===== src/rtl/imem_arbiter.sv =====
// Round-robin arbiter sharing one instruction-memory port between fetch (F) and loader (L).
// A lock holds a stalled selection; an owner FIFO routes in-order read responses back.
module imem_arbiter #(
    parameter int ADDR_W    = 32,
    parameter int DATA_W    = 32,
    parameter int MAX_OUTST = 4
) (
    input  logic                         clk,
    input  logic                         reset,
    input  logic                         f_req,
    input  logic [ADDR_W-1:0]            f_addr,
    output logic                         f_gnt,
    output logic                         f_rvalid,
    output logic [DATA_W-1:0]            f_rdata,
    input  logic                         l_req,
    input  logic                         l_we,
    input  logic [ADDR_W-1:0]            l_addr,
    input  logic [DATA_W-1:0]            l_wdata,
    output logic                         l_gnt,
    output logic                         l_rvalid,
    output logic [DATA_W-1:0]            l_rdata,
    output logic                         m_req,
    output logic                         m_we,
    output logic [ADDR_W-1:0]            m_addr,
    output logic [DATA_W-1:0]            m_wdata,
    input  logic                         m_gnt,
    input  logic                         m_rvalid,
    input  logic [DATA_W-1:0]            m_rdata,
    output logic [$clog2(MAX_OUTST):0]   outst_cnt,
    output logic                         err_spurious
);

    localparam int PTR_W = $clog2(MAX_OUTST);
    localparam int CNT_W = PTR_W + 1;

    typedef enum logic {OWN_F = 1'b0, OWN_L = 1'b1} owner_e;

    logic             lock_q, lock_d;
    owner_e           lock_own_q, lock_own_d;
    owner_e           last_win_q, last_win_d;
    owner_e           fifo_q [MAX_OUTST];
    owner_e           fifo_d [MAX_OUTST];
    logic [PTR_W-1:0] wr_ptr_q, wr_ptr_d;
    logic [PTR_W-1:0] rd_ptr_q, rd_ptr_d;
    logic [CNT_W-1:0] cnt_q, cnt_d;
    logic             err_q, err_d;

    owner_e sel_own_s;
    logic   sel_vld_s, sel_we_s, issue_block_s, accept_s, push_s, pop_s;
    owner_e head_s;

    // Requester selection: a held lock overrides round-robin.
    always_comb begin
        sel_own_s = OWN_F;
        sel_vld_s = 1'b0;
        if (lock_q) begin
            sel_own_s = lock_own_q;
            sel_vld_s = (lock_own_q == OWN_L) ? l_req : f_req;
        end else if (f_req && l_req) begin
            sel_own_s = (last_win_q == OWN_L) ? OWN_F : OWN_L;
            sel_vld_s = 1'b1;
        end else if (l_req) begin
            sel_own_s = OWN_L;
            sel_vld_s = 1'b1;
        end else if (f_req) begin
            sel_own_s = OWN_F;
            sel_vld_s = 1'b1;
        end else begin
            sel_vld_s = 1'b0;
        end
    end

    // Only reads occupy an owner slot, so only reads can be throttled.
    assign sel_we_s      = (sel_own_s == OWN_L) && l_we;
    assign issue_block_s = (cnt_q == CNT_W'(MAX_OUTST)) && !sel_we_s;
    assign m_req         = sel_vld_s && !issue_block_s && !reset;
    assign m_we          = m_req && sel_we_s;
    assign m_addr        = !m_req ? {ADDR_W{1'b0}} : ((sel_own_s == OWN_L) ? l_addr : f_addr);
    assign m_wdata       = (m_req && (sel_own_s == OWN_L)) ? l_wdata : {DATA_W{1'b0}};
    assign accept_s      = m_req && m_gnt;
    assign f_gnt         = accept_s && (sel_own_s == OWN_F);
    assign l_gnt         = accept_s && (sel_own_s == OWN_L);
    assign push_s        = accept_s && !sel_we_s;

    assign head_s   = fifo_q[rd_ptr_q];
    assign pop_s    = m_rvalid && (cnt_q != CNT_W'(0)) && !reset;
    assign f_rvalid = pop_s && (head_s == OWN_F);
    assign l_rvalid = pop_s && (head_s == OWN_L);
    assign f_rdata  = reset ? {DATA_W{1'b0}} : m_rdata;
    assign l_rdata  = reset ? {DATA_W{1'b0}} : m_rdata;

    assign outst_cnt    = cnt_q;
    assign err_spurious = err_q;

    // Next-state for lock, round-robin pointer, owner FIFO and error flag.
    always_comb begin
        lock_d     = lock_q;
        lock_own_d = lock_own_q;
        last_win_d = last_win_q;
        fifo_d     = fifo_q;
        wr_ptr_d   = wr_ptr_q;
        rd_ptr_d   = rd_ptr_q;
        cnt_d      = cnt_q;
        err_d      = m_rvalid && (cnt_q == CNT_W'(0));
        if (accept_s) begin
            lock_d     = 1'b0;
            last_win_d = sel_own_s;
        end else if (m_req) begin
            lock_d     = 1'b1;
            lock_own_d = sel_own_s;
        end else begin
            lock_d = lock_q;
        end
        if (push_s) begin
            fifo_d[wr_ptr_q] = sel_own_s;
            wr_ptr_d         = wr_ptr_q + PTR_W'(1);
        end else begin
            wr_ptr_d = wr_ptr_q;
        end
        if (pop_s) begin
            rd_ptr_d = rd_ptr_q + PTR_W'(1);
        end else begin
            rd_ptr_d = rd_ptr_q;
        end
        case ({push_s, pop_s})
            2'b10:   cnt_d = cnt_q + CNT_W'(1);
            2'b01:   cnt_d = cnt_q - CNT_W'(1);
            default: cnt_d = cnt_q;
        endcase
    end

    // State registers; last winner resets to L so F wins the first tie.
    always_ff @(posedge clk or posedge reset) begin
        if (reset) begin
            lock_q     <= 1'b0;
            lock_own_q <= OWN_F;
            last_win_q <= OWN_L;
            wr_ptr_q   <= {PTR_W{1'b0}};
            rd_ptr_q   <= {PTR_W{1'b0}};
            cnt_q      <= {CNT_W{1'b0}};
            err_q      <= 1'b0;
            for (int i = 0; i < MAX_OUTST; i++) begin
                fifo_q[i] <= OWN_F;
            end
        end else begin
            lock_q     <= lock_d;
            lock_own_q <= lock_own_d;
            last_win_q <= last_win_d;
            fifo_q     <= fifo_d;
            wr_ptr_q   <= wr_ptr_d;
            rd_ptr_q   <= rd_ptr_d;
            cnt_q      <= cnt_d;
            err_q      <= err_d;
        end
    end

endmodule


===== config.mk =====
export PLATFORM = sky130hd
export DESIGN_NAME = imem_arbiter
export DESIGN_NICKNAME = d
export VERILOG_FILES = /design/src/rtl/imem_arbiter.sv
export SDC_FILE = /design/constraint.sdc
export NUM_CORES = 1
export LEC_CHECK = 0
export CAP_MARGIN = 10
export CORE_AREA = 5 5 103 105
export CTS_CLUSTER_SIZE = 20
export DETAILED_ROUTE_END_ITERATION = 6
export DIE_AREA = 0 0 108 110
export GPL_TIMING_DRIVEN = 1
export PLACE_DENSITY_LB_ADDON = 0.15
export SLEW_MARGIN = 10
export SYNTH_ARGS = -nofsm -noshare
export SYNTH_HDL_FRONTEND = slang
export SYNTH_SLANG_ARGS = --single-unit

===== constraint.sdc =====
create_clock -name clk -period 5.5 [get_ports clk]
set_input_delay 1.375 -clock clk [delete_from_list [all_inputs] [get_ports clk]]
set_output_delay 1.375 -clock clk [all_outputs]
set_load 0.02 [all_outputs]

Word-level counts from Yosys, hierarchy flattened:

Index checks and enable logic that the tools add are counted.

* $add $sub $neg: 4
* $lt $le $gt $ge: 3
* eq/ne operators: 3
* multiplexer cells: 22
* bitwise operators: 5
* reductions and logical operators: 25

Operator list (number)
* 32-bit two-way mux: 4
* 1-bit logical AND: 17
* 1-bit two-way mux: 14
* 3-bit >= comparator, second input constant: 2
* 2-bit inverter with 3-bit output: 2
* 3-bit case mux with 2 select lines: 1
* 2-bit by 1-bit adder with 2-bit output, second input constant: 2
* 4-bit bitwise mux: 1
* 2-bit nonzero test: 2
* 3-bit by 1-bit adder with 3-bit output, second input constant: 1
* 3-bit equality test, second input constant: 1
* 1-bit zero test: 3
* 3-bit zero test: 1
* 3-bit by 1-bit less-than comparator with 1-bit output, second input constant: 1
* 1-bit inverter: 3
* 3-bit nonzero test: 1
* 3-bit by 1-bit subtractor with 3-bit output, second input constant: 1
* 1-bit binary-select mux with 2-bit select: 1
* 1-bit demux with 2-bit select: 1
* 2-bit by 1-bit equality test with 1-bit output, second input constant: 1
* 2-bit equality test, second input constant: 1
* 2-bit AND reduction: 1

* flip-flop bits (word level): 15
* bits of input ports: 135
* output and inout bits: 138
* logic and storage cells: 73

Longest topological paths before layout:

* depth after elaboration: 13
* depth in mapped cells: 10
* mapped depth without buffers: 9

Least setup slack after synthesis:

No wires, ideal clock.

* path type: input port to output port
* start: input port reset
* end: output port m_addr[22]
* data arrival time: 2.629 ns
* data required time: 4.125 ns
* path slack: 1.496 ns
* cell stages on the path: 5
* buffers on the path: 2
* path through: clkbuf_1 > a211oi_4 > o21ai_2 > buf_6 > a21oi_1

* longest elaborated chain between the ends: 3

Ends and longest elaborated chain
* start: declaration: RTL line 9 `input logic reset,`
* 1-bit zero test (no line)
* 1-bit logical AND: RTL line 76 `assign m_req = sel_vld_s && !issue_block_s && !reset;`
* 32-bit two-way mux: RTL line 78 `assign m_addr = !m_req ? {ADDR_W{1'b0}} : ((sel_own_s == OWN_L) ? l_addr : f_addr);`
* end: declaration: RTL line 24 `output logic [ADDR_W-1:0] m_addr,`

Every way passes these cells.

Worst setup path after layout:

* start: input port f_req
* end: output port m_addr[11]

* longest elaborated chain between the ends: 10
* elaborated cells between the ends (all ways): 16
* classes of those cells: mux: 9; reduce/logical: 7

Ends and longest elaborated chain
* start: declaration: RTL line 10 `input logic f_req,`
* 1-bit logical AND: RTL line 59 `end else if (f_req && l_req) begin`
* 1-bit two-way mux: RTL line 59
* 1-bit two-way mux: RTL line 56 `if (lock_q) begin`
* 1-bit logical AND: RTL line 74 `assign sel_we_s = (sel_own_s == OWN_L) && l_we;`
* 1-bit zero test: RTL line 75 `assign issue_block_s = (cnt_q == CNT_W'(MAX_OUTST)) && !sel_we_s;`
* 1-bit logical AND: RTL line 75
* 1-bit zero test: RTL line 76
* 1-bit logical AND (2 in series): RTL line 76
* 32-bit two-way mux (*): RTL line 78

Mark *: on every way between the ends. The rest lies on a longest branch, timed or not.

==> results.rst <==
.. list-table::
   :header-rows: 1

   * - Metric
     - Value
   * - PnR Total Power
     - approximately 1.3 mW
   * - Highest fanout seen on the critical path
     - 23
   * - # clock sinks
     - 15
   * - Detailed-routing iteration count for the pre-antenna-repair pass
     - 5
   * - Clk root buf
     - sky130_fd_sc_hd__clkbuf_8
   * - Fmax
     - around 190 MHz
   * - Cells after synthesis
     - a little under 300
   * - Unrepaired setup endpoints after global routing
     - false
   * - Number of distinct library cells after synthesis
     - 38
   * - Relative slew slack
     - 0.4250
   * - Endpoint arrival time on the critical path
     - 3.85 ns
   * - Antenna Nets Post-Route
     - 0
   * - Part of the total power dissipated in the clock network
     - 0.071
   * - Fraction of power spent switching nets
     - 0.4666
   * - Avg Vias per Cell
     - 4.216
   * - CP Class
     - in2out
   * - Storage element area
     - around 380 sq um
   * - Count of cells resized by post-cts repair
     - 0
   * - Biggest cell delay along the critical path
     - 0.70 ns
   * - Flop-to-flop setup slack
     - 3.02 ns
   * - DRC viols
     - 0
   * - Post-Route WL
     - 11310 um
   * - H-Tree Depth
     - 1
   * - Number of fill cells
     - roughly 960
   * - Routed via count
     - ~2800
   * - Critical Path Sink
     - m_addr[11]
   * - Flops & latches, synth
     - 15
   * - Footprint of the multi-input gates
     - about 1300 sq um
   * - Placed instance count
     - roughly 650
   * - Sequential fraction of the synthesis area
     - 0.1840
   * - Hold Crit Class
     - reg2reg
   * - Total global routing track utilization
     - 0.1715
   * - Global-route wire length before repair
     - around 16000 um
   * - Cell depth of the worst flop-to-flop path
     - 9
   * - Nature of the critical path startpoint
     - primary input
   * - Number of ports placed on the die boundary
     - 273
   * - Routed WL per cell
     - between 15 and 20 um
   * - Reg-to-reg startpoint
     - lock_q
   * - Vias in the first global route
     - roughly 2800
   * - Measured slew at the worst slew-check pin
     - approximately 0.86 ns
   * - Worst path bufs/invs
     - 3
   * - Final TNS setup
     - 0 ns
   * - CTS tree
     - built
   * - Relative contribution of combinational cells to total power
     - 0.758
   * - Most frequent cells in the layout
     - 272 x sky130_fd_sc_hd__clkdlybuf4s50_1, 67 x sky130_fd_sc_hd__nand2_1, 36 x sky130_fd_sc_hd__and2_1
   * - Setup WS post-layout
     - roughly 0.28 ns
   * - Internal power
     - 701.3 uW
   * - Final clock skew
     - a little over 0.002 ns
   * - Post-CTS Setup Bufs
     - 0
   * - Worst Setup SP
     - f_req
   * - Violation count after the first detailed-routing iteration
     - ~180
   * - Syn avg cell area
     - 7.034 sq um
   * - Count of yosys warnings during synthesis
     - 0
   * - Die Span X
     - 108 um
   * - Worst skew pair latency
     - 0.25 ns
   * - Starting density of the core
     - 0.2144
   * - Pin count of the biggest net entering global routing
     - 35
   * - R2R Path End
     - outst_cnt[2]
   * - Highest ir drop seen on vdd
     - between 0.00015 and 0.0002 V
   * - Post-Synthesis Net Count
     - approximately 430
   * - Commonest non-fill, non-tap cell in the layout
     - sky130_fd_sc_hd__clkdlybuf4s50_1
   * - Result of the run
     - finished clean
   * - Weighted congestion reported at the end of routability-driven placement
     - between 0.8 and 0.9
   * - Critical path cell sequence
     - clkdlybuf4s50_1 -> nand2_1 -> a21boi_2 -> buf_12 -> nand2_1 -> a21oi_1 -> clkdlybuf4s50_1
   * - Diode insertion count for antenna repair
     - 0
   * - Critical path required time
     - between 4 and 5 ns
   * - Final Setup Violations
     - 0
   * - Longest Clk Path Bufs
     - 2
   * - Congestion Overflow GR
     - 0
   * - Count of standard-cell rows
     - 36
   * - Master of the slowest instance on the critical path
     - sky130_fd_sc_hd__a21boi_2
   * - Final-report hold violation count
     - 0
   * - HPWL after detailed placement
     - between 9000 and 10000 um
   * - Crit path capture type
     - primary output
   * - Net total in the final layout
     - between 600 and 700
   * - IO buf count
     - 272
   * - Fraction of layout cells with a size suffix above 1
     - 0.04008
   * - Top cell type's share of synthesized area
     - 0.1711
   * - Core footprint
     - roughly 9500 sq um
   * - Leading cell types by total area after synthesis
     - sky130_fd_sc_hd__dfrtp_1 17%, sky130_fd_sc_hd__nand2_1 12%, sky130_fd_sc_hd__buf_4 12%, sky130_fd_sc_hd__and2_1 11%, sky130_fd_sc_hd__nor2b_1 10%
   * - Flop pwr share
     - 0.170
   * - Critical path depth in cells
     - 7
   * - Total power divided by cell area
     - around 280 nW/um^2
   * - Top cell type by total area after synthesis
     - sky130_fd_sc_hd__dfrtp_1
   * - Floorplan die area
     - approximately 12000 sq um
   * - Die Height
     - ~110 um
   * - Max cap viols
     - 0
   * - Number of antenna violations at the first check in global routing
     - 0
   * - Family of cells with the greatest summed delay on the critical path
     - buffers and inverters
   * - Final Critical Period
     - 5.220 ns
   * - Number of buffers created by CTS
     - 3
   * - Lkg Pwr
     - ~1.9 nW
   * - Switching power total
     - 613.5 uW
   * - Count of non-filler cells in the finished layout
     - around 660
   * - Final core utilization
     - 0.4944
   * - Register clock-pin slew on the reported worst setup and hold paths
     - about 0.07 ns
   * - Cts-stage hold buffer count
     - 0
   * - Max Slew Vio Count
     - 0
   * - Worst slack, placed
     - ~0.26 ns
   * - Post-synth design cell area
     - roughly 2000 sq um
   * - Area added between synthesis and finish
     - 130.6%
   * - Fin crit share
     - 0.9492
## cell families (layout without fill, tap and decap cells)
group           count (synthesis)  count (layout)  share of synthesized area
compound gates                 53              53                     0.1705
xor+xnor                        6               6                    0.02568
fa+ha+maj                       6               6                    0.04034
buf+inv                        59             292                     0.1803
flops                          15              15                     0.1840
mux                             5               5                    0.03178
simple gates                  147             147                     0.3674
## worst min path at each step
| stage | startpoint | endpoint | slack (ns) | cells past startpoint |
|---|---|---|---|---|
| finish | rd_ptr_q[1] | rd_ptr_q[1] | 0.49 | 1 |
| global route | rd_ptr_q[1] | rd_ptr_q[1] | 0.54 | 1 |
| CTS | rd_ptr_q[1] | rd_ptr_q[1] | 0.50 | 1 |
| detailed placement | rd_ptr_q[1] | rd_ptr_q[1] | 0.49 | 1 |
| global placement | rd_ptr_q[1] | rd_ptr_q[1] | 0.49 | 1 |
| floorplan | rd_ptr_q[0] | rd_ptr_q[0] | 0.47 | 1 |
## through the flow
stage / instance area (sq um) / hold WS, ns
CTS: 4721 / 0.5035
detailed placement: 4674 / 0.4944
global route: 4721 / 0.5357
global placement: 4674 / 0.4892
floorplan: 2047 / 0.4700
finish: 4721 / 0.4941
## registers in the layout, summed over array words and instances (netlist names)
signal	cells
err_spurious	1
last_win_q	1
lock_q	1
outst_cnt	3
lock_own_q	1
wr_ptr_q	2
rd_ptr_q	2
fifo_q	4
## area by class of cell
| class | instances | share of cell area |
|---|---|---|
| Timing Repair Buffer | 279 | 0.5905 |
| Sequential cell | 15 | 0.07978 |
| Clock inverter | 1 | 0.001060 |
| Multi-Input combinational cell | 217 | 0.2775 |
| Clock buffer | 3 | 0.008746 |
| Inverter | 9 | 0.007156 |
| Tap cell | 133 | 0.03525 |
## metal layers
| layer | wire (um) | GRT usage |
|---|---|---|
| met1 | 4410 | 0.2067 |
| met3 | 1141 | 0.05475 |
| met4 | 176 | 0.03787 |
| met5 | 0 | 0 |
| met2 | 5577 | 0.2993 |
## power by group through the flow
stage / clock [mW] / combinational [mW] / sequential [mW]
floorplan: 0 / 0.559 / 0.227
global placement: 0 / 0.994 / 0.225
detailed placement: 0 / 1.01 / 0.227
CTS: 0.0967 / 1.01 / 0.225
global route: 0.104 / 1.09 / 0.234
finish: 0.0938 / 0.997 / 0.224
## synth_stat cells
| library cell | number |
|---|---|
| sky130_fd_sc_hd__o21ai_2 | 1 |
| sky130_fd_sc_hd__a31oi_1 | 4 |
| sky130_fd_sc_hd__ha_1 | 5 |
| sky130_fd_sc_hd__mux4_2 | 1 |
| sky130_fd_sc_hd__a211oi_4 | 1 |
| sky130_fd_sc_hd__fa_1 | 1 |
| sky130_fd_sc_hd__nor4b_1 | 1 |
| sky130_fd_sc_hd__o211ai_4 | 1 |
| sky130_fd_sc_hd__o21bai_1 | 1 |
| sky130_fd_sc_hd__mux2_2 | 2 |
| sky130_fd_sc_hd__a21oi_1 | 32 |
| sky130_fd_sc_hd__and2_1 | 36 |
| sky130_fd_sc_hd__buf_6 | 3 |
| sky130_fd_sc_hd__or3b_1 | 1 |
| sky130_fd_sc_hd__buf_2 | 4 |
| sky130_fd_sc_hd__and2_0 | 1 |
| sky130_fd_sc_hd__a211oi_1 | 2 |
| sky130_fd_sc_hd__a41oi_1 | 4 |
| sky130_fd_sc_hd__xnor2_1 | 3 |
| sky130_fd_sc_hd__nor2_1 | 2 |
| sky130_fd_sc_hd__nor2b_1 | 34 |
| sky130_fd_sc_hd__buf_4 | 32 |
| sky130_fd_sc_hd__dfstp_2 | 1 |
| sky130_fd_sc_hd__and3_1 | 2 |
| sky130_fd_sc_hd__a22o_1 | 1 |
| sky130_fd_sc_hd__nor3_1 | 1 |
| sky130_fd_sc_hd__o211ai_1 | 2 |
| sky130_fd_sc_hd__a21boi_1 | 1 |
| sky130_fd_sc_hd__clkbuf_1 | 11 |
| sky130_fd_sc_hd__mux2i_1 | 2 |
| sky130_fd_sc_hd__nor3b_1 | 1 |
| sky130_fd_sc_hd__nand2b_1 | 1 |
| sky130_fd_sc_hd__dfrtp_1 | 14 |
| sky130_fd_sc_hd__nand2_1 | 67 |
| sky130_fd_sc_hd__inv_1 | 9 |
| sky130_fd_sc_hd__a21bo_2 | 1 |
| sky130_fd_sc_hd__a21o_1 | 2 |
| sky130_fd_sc_hd__xor2_1 | 3 |
No activity file was read; power rests on OpenSTA's default activity.
